===== src/rtl/hazard_ctrl_if.sv =====
// Hazard controller bus: ID-stage operand/destination info and the
// control outputs returned to the pipeline registers and forward muxes.
// Handshake semantics: there is no valid/ready pair on this bus. ID-stage
// fields are qualified by id_valid and sampled every rising clock edge
// unless mem_wait is high. The controls are level signals, valid in the
// same cycle as their inputs. The forward selects are registered and
// belong to the instruction currently in EX.
interface hazard_ctrl_if #(
  parameter int REG_ADDR_W = 5,
  parameter int SEL_W      = 2
);
  logic                  mem_wait;
  logic                  id_valid;
  logic [REG_ADDR_W-1:0] id_rs;
  logic [REG_ADDR_W-1:0] id_rt;
  logic                  id_use_rs;
  logic                  id_use_rt;
  logic                  id_wr_en;
  logic [REG_ADDR_W-1:0] id_wr_addr;
  logic                  id_is_load;
  logic                  ex_branch_taken;
  logic [SEL_W-1:0]      fwd_a_sel;
  logic [SEL_W-1:0]      fwd_b_sel;
  logic                  stall;
  logic                  bubble_ex;
  logic                  flush_id;

  // Pipeline side: drives the ID info and receives the controls.
  modport master (
    output mem_wait, id_valid, id_rs, id_rt, id_use_rs, id_use_rt,
           id_wr_en, id_wr_addr, id_is_load, ex_branch_taken,
    input  fwd_a_sel, fwd_b_sel, stall, bubble_ex, flush_id
  );

  // Hazard controller side.
  modport slave (
    input  mem_wait, id_valid, id_rs, id_rt, id_use_rs, id_use_rt,
           id_wr_en, id_wr_addr, id_is_load, ex_branch_taken,
    output fwd_a_sel, fwd_b_sel, stall, bubble_ex, flush_id
  );
endinterface


===== src/rtl/hazard_ctrl.sv =====
// Pipeline hazard controller for the 5-stage MIPS core.
// It keeps a two-entry scoreboard that tracks the destinations of the
// instructions in EX and MEM. It produces registered forward selects and
// combinational stall, bubble and flush controls.
// Optional macro HAZARD_STATS_EN adds the stall_cnt and flush_cnt counters.
module hazard_ctrl #(
  parameter int REG_ADDR_W = 5,
  parameter int SEL_W      = 2
) (
  input  logic         clk,
  input  logic         rst,
`ifdef HAZARD_STATS_EN
  output logic [31:0]  stall_cnt,
  output logic [31:0]  flush_cnt,
`endif
  hazard_ctrl_if.slave bus
);

  localparam logic [SEL_W-1:0] SEL_RAW = SEL_W'(0);
  localparam logic [SEL_W-1:0] SEL_EX  = SEL_W'(1);
  localparam logic [SEL_W-1:0] SEL_MEM = SEL_W'(2);

  // Scoreboard slots. The MEM slot needs no load flag: a load that has
  // reached MEM can be forwarded from MEM/WB.
  logic                  r_ex_v;
  logic                  r_ex_wr;
  logic [REG_ADDR_W-1:0] r_ex_addr;
  logic                  r_ex_ld;
  logic                  r_mem_v;
  logic                  r_mem_wr;
  logic [REG_ADDR_W-1:0] r_mem_addr;
  logic [SEL_W-1:0]      r_fwd_a;
  logic [SEL_W-1:0]      r_fwd_b;

  logic                  w_ex_hit_rs;
  logic                  w_ex_hit_rt;
  logic                  w_mem_hit_rs;
  logic                  w_mem_hit_rt;
  logic                  w_luh;
  logic                  w_stall;
  logic                  w_bubble;
  logic                  w_flush;
  logic [SEL_W-1:0]      w_fwd_a;
  logic [SEL_W-1:0]      w_fwd_b;

  // Slot match terms. Register $0 never matches.
  always_comb begin
    w_ex_hit_rs  = r_ex_v  && r_ex_wr  && (r_ex_addr  == bus.id_rs) && (bus.id_rs != '0);
    w_ex_hit_rt  = r_ex_v  && r_ex_wr  && (r_ex_addr  == bus.id_rt) && (bus.id_rt != '0);
    w_mem_hit_rs = r_mem_v && r_mem_wr && (r_mem_addr == bus.id_rs) && (bus.id_rs != '0);
    w_mem_hit_rt = r_mem_v && r_mem_wr && (r_mem_addr == bus.id_rt) && (bus.id_rt != '0);
  end

  // Load-use detection. The load flag is enough here because a load always
  // writes its destination.
  always_comb begin
    w_luh = bus.id_valid && r_ex_v && r_ex_ld && (r_ex_addr != '0) &&
            ((bus.id_use_rs && (r_ex_addr == bus.id_rs)) ||
             (bus.id_use_rt && (r_ex_addr == bus.id_rt)));
  end

  // Controls. A taken branch overrides a load-use stall. Reset and a memory
  // freeze both force every control low.
  always_comb begin
    w_stall  = 1'b0;
    w_bubble = 1'b0;
    w_flush  = 1'b0;
    if (!rst && !bus.mem_wait) begin
      if (bus.ex_branch_taken) begin
        w_flush  = 1'b1;
        w_bubble = 1'b1;
      end else if (w_luh) begin
        w_stall  = 1'b1;
        w_bubble = 1'b1;
      end
    end
  end

  // Forward selects for the ID instruction. A match in EX wins over a match
  // in MEM because EX holds the younger writer.
  always_comb begin
    w_fwd_a = SEL_RAW;
    w_fwd_b = SEL_RAW;
    if (bus.id_use_rs) begin
      if (w_ex_hit_rs)       w_fwd_a = SEL_EX;
      else if (w_mem_hit_rs) w_fwd_a = SEL_MEM;
    end
    if (bus.id_use_rt) begin
      if (w_ex_hit_rt)       w_fwd_b = SEL_EX;
      else if (w_mem_hit_rt) w_fwd_b = SEL_MEM;
    end
  end

  // Scoreboard and select registers advance with the pipeline. They hold
  // while the memory system freezes the core.
  always_ff @(posedge clk) begin
    if (rst) begin
      r_ex_v     <= 1'b0;
      r_ex_wr    <= 1'b0;
      r_ex_addr  <= '0;
      r_ex_ld    <= 1'b0;
      r_mem_v    <= 1'b0;
      r_mem_wr   <= 1'b0;
      r_mem_addr <= '0;
      r_fwd_a    <= SEL_RAW;
      r_fwd_b    <= SEL_RAW;
    end else if (!bus.mem_wait) begin
      r_mem_v    <= r_ex_v;
      r_mem_wr   <= r_ex_wr;
      r_mem_addr <= r_ex_addr;
      if (w_bubble) begin
        r_ex_v  <= 1'b0;
        r_ex_wr <= 1'b0;
        r_ex_ld <= 1'b0;
        r_fwd_a <= SEL_RAW;
        r_fwd_b <= SEL_RAW;
      end else begin
        r_ex_v    <= bus.id_valid;
        r_ex_wr   <= bus.id_wr_en;
        r_ex_addr <= bus.id_wr_addr;
        r_ex_ld   <= bus.id_is_load;
        r_fwd_a   <= w_fwd_a;
        r_fwd_b   <= w_fwd_b;
      end
    end
  end

  assign bus.fwd_a_sel = r_fwd_a;
  assign bus.fwd_b_sel = r_fwd_b;
  assign bus.stall     = w_stall;
  assign bus.bubble_ex = w_bubble;
  assign bus.flush_id  = w_flush;

`ifdef HAZARD_STATS_EN
  logic [31:0] r_stall_cnt;
  logic [31:0] r_flush_cnt;

  // Event counters. They wrap naturally. Controls are already low during a
  // freeze, so each counted cycle is one that really advances.
  always_ff @(posedge clk) begin
    if (rst) begin
      r_stall_cnt <= '0;
      r_flush_cnt <= '0;
    end else begin
      if (w_stall) r_stall_cnt <= r_stall_cnt + 32'd1;
      if (w_flush) r_flush_cnt <= r_flush_cnt + 32'd1;
    end
  end

  assign stall_cnt = r_stall_cnt;
  assign flush_cnt = r_flush_cnt;
`endif

endmodule

===== src/flat_wrapper.sv =====
// flat-port wrapper written by rule: the top's interface ports become plain ports
module hazard_ctrl_flat 
#(
  parameter int REG_ADDR_W = 5,
  parameter int SEL_W      = 2
)
  (clk, rst, bus_mem_wait, bus_id_valid, bus_id_rs, bus_id_rt, bus_id_use_rs, bus_id_use_rt, bus_id_wr_en, bus_id_wr_addr, bus_id_is_load, bus_ex_branch_taken, bus_fwd_a_sel, bus_fwd_b_sel, bus_stall, bus_bubble_ex, bus_flush_id);
  hazard_ctrl_if #(.REG_ADDR_W(REG_ADDR_W), .SEL_W(SEL_W)) bus_i ();
  input  logic clk;
  input  logic rst;
  input wire logic [$bits(bus_i.mem_wait)-1:0] bus_mem_wait;
  input wire logic [$bits(bus_i.id_valid)-1:0] bus_id_valid;
  input wire logic [$bits(bus_i.id_rs)-1:0] bus_id_rs;
  input wire logic [$bits(bus_i.id_rt)-1:0] bus_id_rt;
  input wire logic [$bits(bus_i.id_use_rs)-1:0] bus_id_use_rs;
  input wire logic [$bits(bus_i.id_use_rt)-1:0] bus_id_use_rt;
  input wire logic [$bits(bus_i.id_wr_en)-1:0] bus_id_wr_en;
  input wire logic [$bits(bus_i.id_wr_addr)-1:0] bus_id_wr_addr;
  input wire logic [$bits(bus_i.id_is_load)-1:0] bus_id_is_load;
  input wire logic [$bits(bus_i.ex_branch_taken)-1:0] bus_ex_branch_taken;
  output wire logic [$bits(bus_i.fwd_a_sel)-1:0] bus_fwd_a_sel;
  output wire logic [$bits(bus_i.fwd_b_sel)-1:0] bus_fwd_b_sel;
  output wire logic [$bits(bus_i.stall)-1:0] bus_stall;
  output wire logic [$bits(bus_i.bubble_ex)-1:0] bus_bubble_ex;
  output wire logic [$bits(bus_i.flush_id)-1:0] bus_flush_id;
  assign bus_i.mem_wait = bus_mem_wait;
  assign bus_i.id_valid = bus_id_valid;
  assign bus_i.id_rs = bus_id_rs;
  assign bus_i.id_rt = bus_id_rt;
  assign bus_i.id_use_rs = bus_id_use_rs;
  assign bus_i.id_use_rt = bus_id_use_rt;
  assign bus_i.id_wr_en = bus_id_wr_en;
  assign bus_i.id_wr_addr = bus_id_wr_addr;
  assign bus_i.id_is_load = bus_id_is_load;
  assign bus_i.ex_branch_taken = bus_ex_branch_taken;
  assign bus_fwd_a_sel = bus_i.fwd_a_sel;
  assign bus_fwd_b_sel = bus_i.fwd_b_sel;
  assign bus_stall = bus_i.stall;
  assign bus_bubble_ex = bus_i.bubble_ex;
  assign bus_flush_id = bus_i.flush_id;
  hazard_ctrl #(.REG_ADDR_W(REG_ADDR_W), .SEL_W(SEL_W)) u_core (.clk(clk), .rst(rst), .bus(bus_i));
endmodule

===== config.mk =====
export PLATFORM = sky130hd
export DESIGN_NAME = hazard_ctrl_flat
export DESIGN_NICKNAME = d
export VERILOG_FILES = /design/src/rtl/hazard_ctrl_if.sv /design/src/rtl/hazard_ctrl.sv /design/src/flat_wrapper.sv
export SDC_FILE = /design/constraint.sdc
export NUM_CORES = 1
export LEC_CHECK = 0
export CAP_MARGIN = 20
export CORE_MARGIN = 2
export CORE_UTILIZATION = 50
export CTS_CLUSTER_SIZE = 8
export DETAILED_ROUTE_END_ITERATION = 8
export PLACE_DENSITY = 0.81
export SLEW_MARGIN = 10
export SYNTH_ARGS = -nofsm -noshare
export SYNTH_HDL_FRONTEND = slang
export SYNTH_SLANG_ARGS = --single-unit

===== constraint.sdc =====
create_clock -name clk -period 3.3 [get_ports clk]
set_clock_uncertainty 0.15 [all_clocks]
set_input_delay 0.33 -clock clk [delete_from_list [all_inputs] [get_ports clk]]
set_output_delay 0.33 -clock clk [all_outputs]
set_load 0.02 [all_outputs]

==> tab_implementation.tex, run 1 <==
\begin{tabular}{lr}
\hline
Metric & Value \\
\hline
\multicolumn{2}{l}{\textbf{Status}} \\
Result of the run & finished, final reports clean \\
\multicolumn{2}{l}{\textbf{Synthesis}} \\
Complex-gate fraction of the synthesized area & 7.675\% \\
Mux contribution to synthesized area & 11.00\% \\
Flip-flop and latch count after synthesis & 19 \\
Top-area cell type share of the netlist area & 34.82\% \\
Post-synthesis share of cell area spent on xor and xnor gates & 16.04\% \\
Ys async rst share & 0\% \\
Primary FF master, synth & sky130\_fd\_sc\_hd\_\_dfxtp\_1 \\
Combined area of all synthesized cells & 1092 sq um \\
Cell types with the largest area share after synthesis & sky130\_fd\_sc\_hd\_\_dfxtp\_1 35\%, sky130\_fd\_sc\_hd\_\_xnor2\_1 16\%, sky130\_fd\_sc\_hd\_\_mux2i\_1 11\% \\
Synthesis Warnings & 0 \\
Synth cell types & 27 \\
Net count of the mapped netlist & 136 \\
Fraction of the mapped netlist area in adder cells & 0\% \\
Cell type contributing the most total cell area after synthesis & sky130\_fd\_sc\_hd\_\_dfxtp\_1 \\
Share of synthesized area occupied by flip-flops and latches & 34.82\% \\
Synth Instances & 112 \\
Share of synthesized cell area in and, or, nand and nor gates & 27.72\% \\
Largest family of logic cells by synthesized area & simple AND/OR/NAND/NOR gates \\
Number of enable-type register cells in the synthesized netlist & 0 \\
Avg Synthesized Cell Area & 9.753 sq um \\
\multicolumn{2}{l}{\textbf{Layout}} \\
Commonest non-fill, non-tap cell in the layout & sky130\_fd\_sc\_hd\_\_clkdlybuf4s50\_1 \\
Area of combinational cells with multiple inputs & 681.9 sq um \\
Fraction of layout instances using a drive strength above 1 & 9.589\% \\
Commonest non-fill, non-tap cells in the layout & 30 x sky130\_fd\_sc\_hd\_\_clkdlybuf4s50\_1, 20 x sky130\_fd\_sc\_hd\_\_xnor2\_1, 19 x sky130\_fd\_sc\_hd\_\_dfxtp\_1 \\
Filler Cell Count & 174 \\
Total area of sequential cells & 380.4 sq um \\
Non-filler cells in the finished layout & 173 \\
Antenna cell count & 0 \\
Final layout net count & 171 \\
P\&R area growth vs syn & 33.68\% \\
Post-Route Utilization & 72.94\% \\
\multicolumn{2}{l}{\textbf{Clock tree}} \\
Hold bufs inserted after CTS & 0 \\
Clock buffer count from CTS & 3 \\
CTS tree & built \\
Clock Latency Late Sink & 0.30 ns \\
Cell at the root of the clock tree & sky130\_fd\_sc\_hd\_\_clkbuf\_4 \\
Post-CTS setup buffer count & 0 \\
Worst-path clk slew & 0.10 ns \\
Count of cells resized by post-cts repair & 0 \\
Max H-tree Level & 1 \\
Number of clock sinks & 19 \\
Buffer levels on the longest clock path & 2 \\
\multicolumn{2}{l}{\textbf{Detailed routing}} \\
Detailed-route wire length & 2535 um \\
First-pass detailed-route iteration total & 4 \\
Final routed DRC violation total & 0 \\
Total via count after detailed routing & 941 \\
Iteration-0 DRC count of the detailed router & 14 \\
Detail Route Antenna Nets & 0 \\
Post-detailed-route via-to-cell ratio & 5.439 \\
Average detailed-routed wire length per instance & 14.65 um \\
\multicolumn{2}{l}{\textbf{Placed design}} \\
HPWL after detailed placement & 2045 um \\
IO Port Bufs & 30 \\
Final GP Congestion & 0.8666 \\
Number of cells after detailed placement & 169 \\
\multicolumn{2}{l}{\textbf{STA}} \\
Final Hold Violating Endpoints & 0 \\
Period minus WS final & 3.034 ns \\
Setup repair after global routing missed its margin & no \\
Final cycle utilization of the critical path & 91.94\% \\
Least-Margin Pin Slew & 0.4687 ns \\
Total negative setup slack & 0 ns \\
Rel. slew slack & 68.52\% \\
F\_max & 329.6 MHz \\
Final-report max-slew violation count & 0 \\
Setup-failing EPs final & 0 \\
\multicolumn{2}{l}{\textbf{Global routing}} \\
First-pass GRT wire length & 4153 um \\
Overall global routing resource usage & 21.83\% \\
Largest net degree at the start of global routing & 19 \\
Number of global-route vias before repair & 908 \\
Initial antenna violation count & 0 \\
GRT overflow & 0 \\
\multicolumn{2}{l}{\textbf{Die}} \\
Starting utilization of the core area & 54.56\% \\
Die W & 50.74 um \\
Die outline height & 50.74 um \\
Number of top-level design ports & 31 \\
Number of standard-cell rows in the floorplan & 16 \\
Die area & 2575 sq um \\
Core outline area & 2002 sq um \\
\multicolumn{2}{l}{\textbf{Hold path}} \\
Class of the worst hold path & reg2reg \\
\multicolumn{2}{l}{\textbf{Power}} \\
Pwr Total & 468.5 uW \\
Maximum VDD drop & 0.0003768 V \\
Power density relative to cell area & 320.8 nW/um\^{}2 \\
Static Leakage & 0.0005152 uW \\
\multicolumn{2}{l}{\textbf{Critical path}} \\
CP max FO & 5 \\
Critical path start-end classification & reg2out \\
Worst Setup End Kind & output port \\
Type of element launching the critical path & register \\
Worst Path Required & 2.82 ns \\
CP Data Arrival Time & 2.55 ns \\
\multicolumn{2}{l}{\textbf{Job}} \\
Max-Cap Viols & 0 \\
\hline
\end{tabular}
## logic make-up (layout without fill, tap and decap cells)
kind of cell	after synthesis	in the layout
and+or+nand+nor	46	46
xor gates and xnor gates	20	20
DFF	19	19
muxes	12	12
AOI/OAI and AO/OA	9	9
buffers and inverters	6	40
## layer usage
metal | up-vias | global-route usage (%) | part of all wire [%] | wire [um]
li1 | 468 | - | - | -
met3 | 0 | 6.548 | 4.6 | 117
met1 | 445 | 24.49 | 42 | 1068
met2 | 28 | 41.67 | 53 | 1349
met5 | - | 0 | 0 | 0
met4 | 0 | 1.802 | 0 | 0
## power by group
part	switching (uW)	internal [uW]
clock network	69.6	47.1
registers	11.9	237
logic	41.6	60.8
## flip-flops by register name, indices dropped and copies added, names as in the netlist
register              cells
u_core.bus.fwd_a_sel      2
u_core.r_ex_wr            1
u_core.r_ex_ld            1
u_core.r_ex_v             1
u_core.r_mem_wr           1
u_core.r_mem_v            1
u_core.bus.fwd_b_sel      2
u_core.r_ex_addr          5
u_core.r_mem_addr         5
## synthesized netlist by cell type, types with 2 or more instances
library cell               count
sky130_fd_sc_hd__and2_1        2
sky130_fd_sc_hd__nor4_2        2
sky130_fd_sc_hd__nand2_1       3
sky130_fd_sc_hd__nor2_1       12
sky130_fd_sc_hd__inv_1         2
sky130_fd_sc_hd__a22o_1        5
sky130_fd_sc_hd__dfxtp_1      19
sky130_fd_sc_hd__nor4_1        2
sky130_fd_sc_hd__nand2b_1      9
sky130_fd_sc_hd__or4_1         2
sky130_fd_sc_hd__nand3_1       4
sky130_fd_sc_hd__a32o_1        2
sky130_fd_sc_hd__clkbuf_1      3
sky130_fd_sc_hd__nand4_1       2
sky130_fd_sc_hd__xnor2_1      20
sky130_fd_sc_hd__mux2i_1      12
## metrics by stage
stage          hold slack [ns]  instance area (sq um)  setup WS, ns
3_5_place_dp            0.3052                   1434        0.5511
3_3_place_gp            0.2985                   1434        0.5991
4_1_cts                 0.3293                   1460        0.2725
6_report                0.3248                   1460        0.2661
2_1_floorplan           0.2906                   1092         1.096
5_1_grt                 0.3377                   1460        0.2150
## final timing paths
path	endpoint	slack [ns]	cells after the start	from
max	bus_bubble_ex	0.27	5	u_core.r_ex_addr[1]
min	u_core.bus.fwd_a_sel[0]	0.32	1	u_core.bus.fwd_a_sel[0]
max reg2reg	u_core.r_ex_addr[0]	0.99	6	u_core.r_ex_addr[1]
min reg2reg	u_core.bus.fwd_a_sel[0]	0.32	1	u_core.bus.fwd_a_sel[0]
## final cells by class
cell class                 instances  share of cell area (%)
tap                               27                   2.314
timing repair buffer              34                   22.62
multi-input combinational         87                   46.70
clock buffer                       4                   1.799
inverter                           2                  0.5141
sequential                        19                   26.05
## worst max-delay path, cell delays in order, from the launching register on
cell,delay (ns)
sky130_fd_sc_hd__dfxtp_1,0.40
sky130_fd_sc_hd__or4_4,0.54
sky130_fd_sc_hd__o2111ai_2,0.23
sky130_fd_sc_hd__nor4_2,0.08
sky130_fd_sc_hd__or3_2,0.46
sky130_fd_sc_hd__clkdlybuf4s50_1,0.55
No activity file was read; power rests on OpenSTA's default activity.
==> inputs of run 2 (changes only) <==
--- a/config.mk
+++ b/config.mk
@@ -6,7 +6,6 @@
 export NUM_CORES = 1
 export LEC_CHECK = 0
 export CAP_MARGIN = 20
-export CORE_MARGIN = 2
 export CORE_UTILIZATION = 50
 export CTS_CLUSTER_SIZE = 8
 export DETAILED_ROUTE_END_ITERATION = 8
==> tab_implementation.tex, run 2 (synthesis gave the netlist of run 1 again) <==
\begin{tabular}{lr}
\hline
Metric & Value \\
\hline
\multicolumn{2}{l}{\textbf{Status}} \\
Result of the run & finished, final reports clean \\
\multicolumn{2}{l}{\textbf{Clock tree}} \\
Clock Latency Late Sink & 0.30 ns (about the same) \\
Cell at the root of the clock tree & sky130\_fd\_sc\_hd\_\_clkbuf\_4 \\
Worst-path clk slew & 0.12 ns (+0.02 ns) \\
CTS tree & built \\
Post-CTS setup buffer count & 0 (unchanged) \\
Count of cells resized by post-cts repair & 0 (unchanged) \\
Max H-tree Level & 1 (unchanged) \\
Clock buffer count from CTS & 3 (unchanged) \\
Hold bufs inserted after CTS & 0 (unchanged) \\
Buffer levels on the longest clock path & 2 (unchanged) \\
Number of clock sinks & 19 (unchanged) \\
\multicolumn{2}{l}{\textbf{Critical path}} \\
CP max FO & 5 (unchanged) \\
Worst Setup End Kind & output port \\
Worst Path Required & 2.82 ns (about the same) \\
Type of element launching the critical path & register \\
Critical path start-end classification & reg2out \\
CP Data Arrival Time & 2.57 ns (+0.02 ns) \\
\multicolumn{2}{l}{\textbf{STA}} \\
Period minus WS final & 3.048 ns (+0.01444 ns) \\
Setup repair after global routing missed its margin & no \\
Final setup margin & 0.2516 ns (-0.01444 ns) \\
Final Hold Violating Endpoints & 0 (unchanged) \\
F\_max & 328.0 MHz (-0.47\%) \\
Final-report max-slew violation count & 0 (unchanged) \\
Rel. slew slack & 66.86\% (-1.7 points) \\
Setup-failing EPs final & 0 (unchanged) \\
Total negative setup slack & 0 ns (unchanged) \\
Least-Margin Pin Slew & 0.4934 ns (+0.02470 ns) \\
Final cycle utilization of the critical path & 92.37\% (+0.44 points) \\
\multicolumn{2}{l}{\textbf{Die}} \\
Starting utilization of the core area & 54.56\% (unchanged) \\
Number of standard-cell rows in the floorplan & 16 (unchanged) \\
Number of top-level design ports & 31 (unchanged) \\
Die outline height & 48.74 um (-3.9\%) \\
Die area & 2376 sq um (-7.7\%) \\
Die W & 48.74 um (-3.9\%) \\
Core outline area & 2002 sq um (unchanged) \\
\multicolumn{2}{l}{\textbf{Layout}} \\
Final layout net count & 171 (unchanged) \\
Non-filler cells in the finished layout & 173 (unchanged) \\
Antenna cell count & 0 (unchanged) \\
Commonest non-fill, non-tap cell in the layout & sky130\_fd\_sc\_hd\_\_clkdlybuf4s50\_1 \\
P\&R area growth vs syn & 33.79\% (about the same) \\
Post-Route Utilization & 73.00\% (about the same) \\
Commonest non-fill, non-tap cells in the layout & 30 x sky130\_fd\_sc\_hd\_\_clkdlybuf4s50\_1, 20 x sky130\_fd\_sc\_hd\_\_xnor2\_1, 19 x sky130\_fd\_sc\_hd\_\_dfxtp\_1 \\
Largest registers ranked by flip-flop count & u\_core.r\_ex\_addr (5), u\_core.r\_mem\_addr (5) \\
Fraction of layout instances using a drive strength above 1 & 10.27\% (+0.68 points) \\
Post-layout instance area & 1461 sq um (about the same) \\
\multicolumn{2}{l}{\textbf{Placed design}} \\
Worst slack, placed & 0.5199 ns (-0.03121 ns) \\
Number of cells after detailed placement & 169 (unchanged) \\
Final GP Congestion & 0.8079 (-6.8\%) \\
Area post-placement & 1434 sq um (unchanged) \\
IO Port Bufs & 30 (unchanged) \\
\multicolumn{2}{l}{\textbf{Power}} \\
Maximum VDD drop & 0.0002199 V (-42\%) \\
Static Leakage & 0.0005180 uW (+0.53\%) \\
Power density relative to cell area & 324.2 nW/um\^{}2 (+1.1\%) \\
\multicolumn{2}{l}{\textbf{Detailed routing}} \\
Iteration-0 DRC count of the detailed router & 6 (-8) \\
First-pass detailed-route iteration total & 4 (unchanged) \\
Post-detailed-route via-to-cell ratio & 5.405 (-0.64\%) \\
Total via count after detailed routing & 935 (-0.64\%) \\
Average detailed-routed wire length per instance & 14.98 um (+2.2\%) \\
Detail Route Antenna Nets & 0 (unchanged) \\
Detailed-route wire length & 2592 um (+2.2\%) \\
Final routed DRC violation total & 0 (unchanged) \\
\multicolumn{2}{l}{\textbf{Global routing}} \\
Overall global routing resource usage & 24.02\% (+2.2 points) \\
Number of global-route vias before repair & 968 (+6.6\%) \\
First-pass GRT wire length & 4367 um (+5.2\%) \\
GRT overflow & 0 (unchanged) \\
Largest net degree at the start of global routing & 19 (unchanged) \\
Initial antenna violation count & 0 (unchanged) \\
\multicolumn{2}{l}{\textbf{Job}} \\
Max-Cap Viols & 0 (unchanged) \\
\multicolumn{2}{l}{\textbf{Hold path}} \\
Class of the worst hold path & reg2reg \\
\hline
\end{tabular}
[run 2: power by group]
part	switching (uW)	total (uW)	internal [uW]	leakage [uW]
logic	42.2	103	60.8	0.000346
registers	12.0	249	237	0.000155
clock network	76.2	121	45.1	0.0000177
[run 2: final timing paths]
kind | from | endpoint | slack, ns | depth (start not counted)
hold reg to reg | u_core.bus.fwd_a_sel[0] | u_core.bus.fwd_a_sel[0] | 0.33 | 1
setup / recovery | u_core.r_ex_addr[0] | bus_bubble_ex | 0.25 | 5
hold / removal | u_core.bus.fwd_a_sel[0] | u_core.bus.fwd_a_sel[0] | 0.33 | 1
setup reg to reg | u_core.r_ex_addr[0] | u_core.r_ex_addr[1] | 0.97 | 6
[run 2: cell type report]
type,count,area (sq um)
timing repair buffer,34,330.3
clock inverter,1,5.005
inverter,2,7.507
sequential,19,380.4
tap,27,33.78
clock buffer,3,22.52
multi-input combinational,87,681.9
fill,162,540.5
[run 2: critical path: stages (launching register included)]
cell and delay (ns):
sky130_fd_sc_hd__dfxtp_1 0.39, sky130_fd_sc_hd__or4_4 0.56, sky130_fd_sc_hd__o2111ai_2 0.23, sky130_fd_sc_hd__nor4_2 0.08, sky130_fd_sc_hd__or3_2 0.46, sky130_fd_sc_hd__clkdlybuf4s50_1 0.55
[run 2: routing by layer]
metal | part of all wire, % | GRT usage [%] | up-vias
met5 | 0 | 0 | -
met4 | 0 | 9.314 | 0
met3 | 4.1 | 3.459 | 0
met2 | 52 | 43.98 | 26
met1 | 43 | 27.77 | 447
li1 | - | - | 462
[run 2: per-stage QoR]
| step | hold slack, ns | total power [uW] |
|---|---|---|
| 2_1_floorplan | 0.2906 | 309.0 |
| 3_3_place_gp | 0.2980 | 353.7 |
| 3_5_place_dp | 0.3083 | 356.9 |
| 4_1_cts | 0.3361 | 476.4 |
| 5_1_grt | 0.3594 | 494.3 |
| 6_report | 0.3349 | 473.8 |
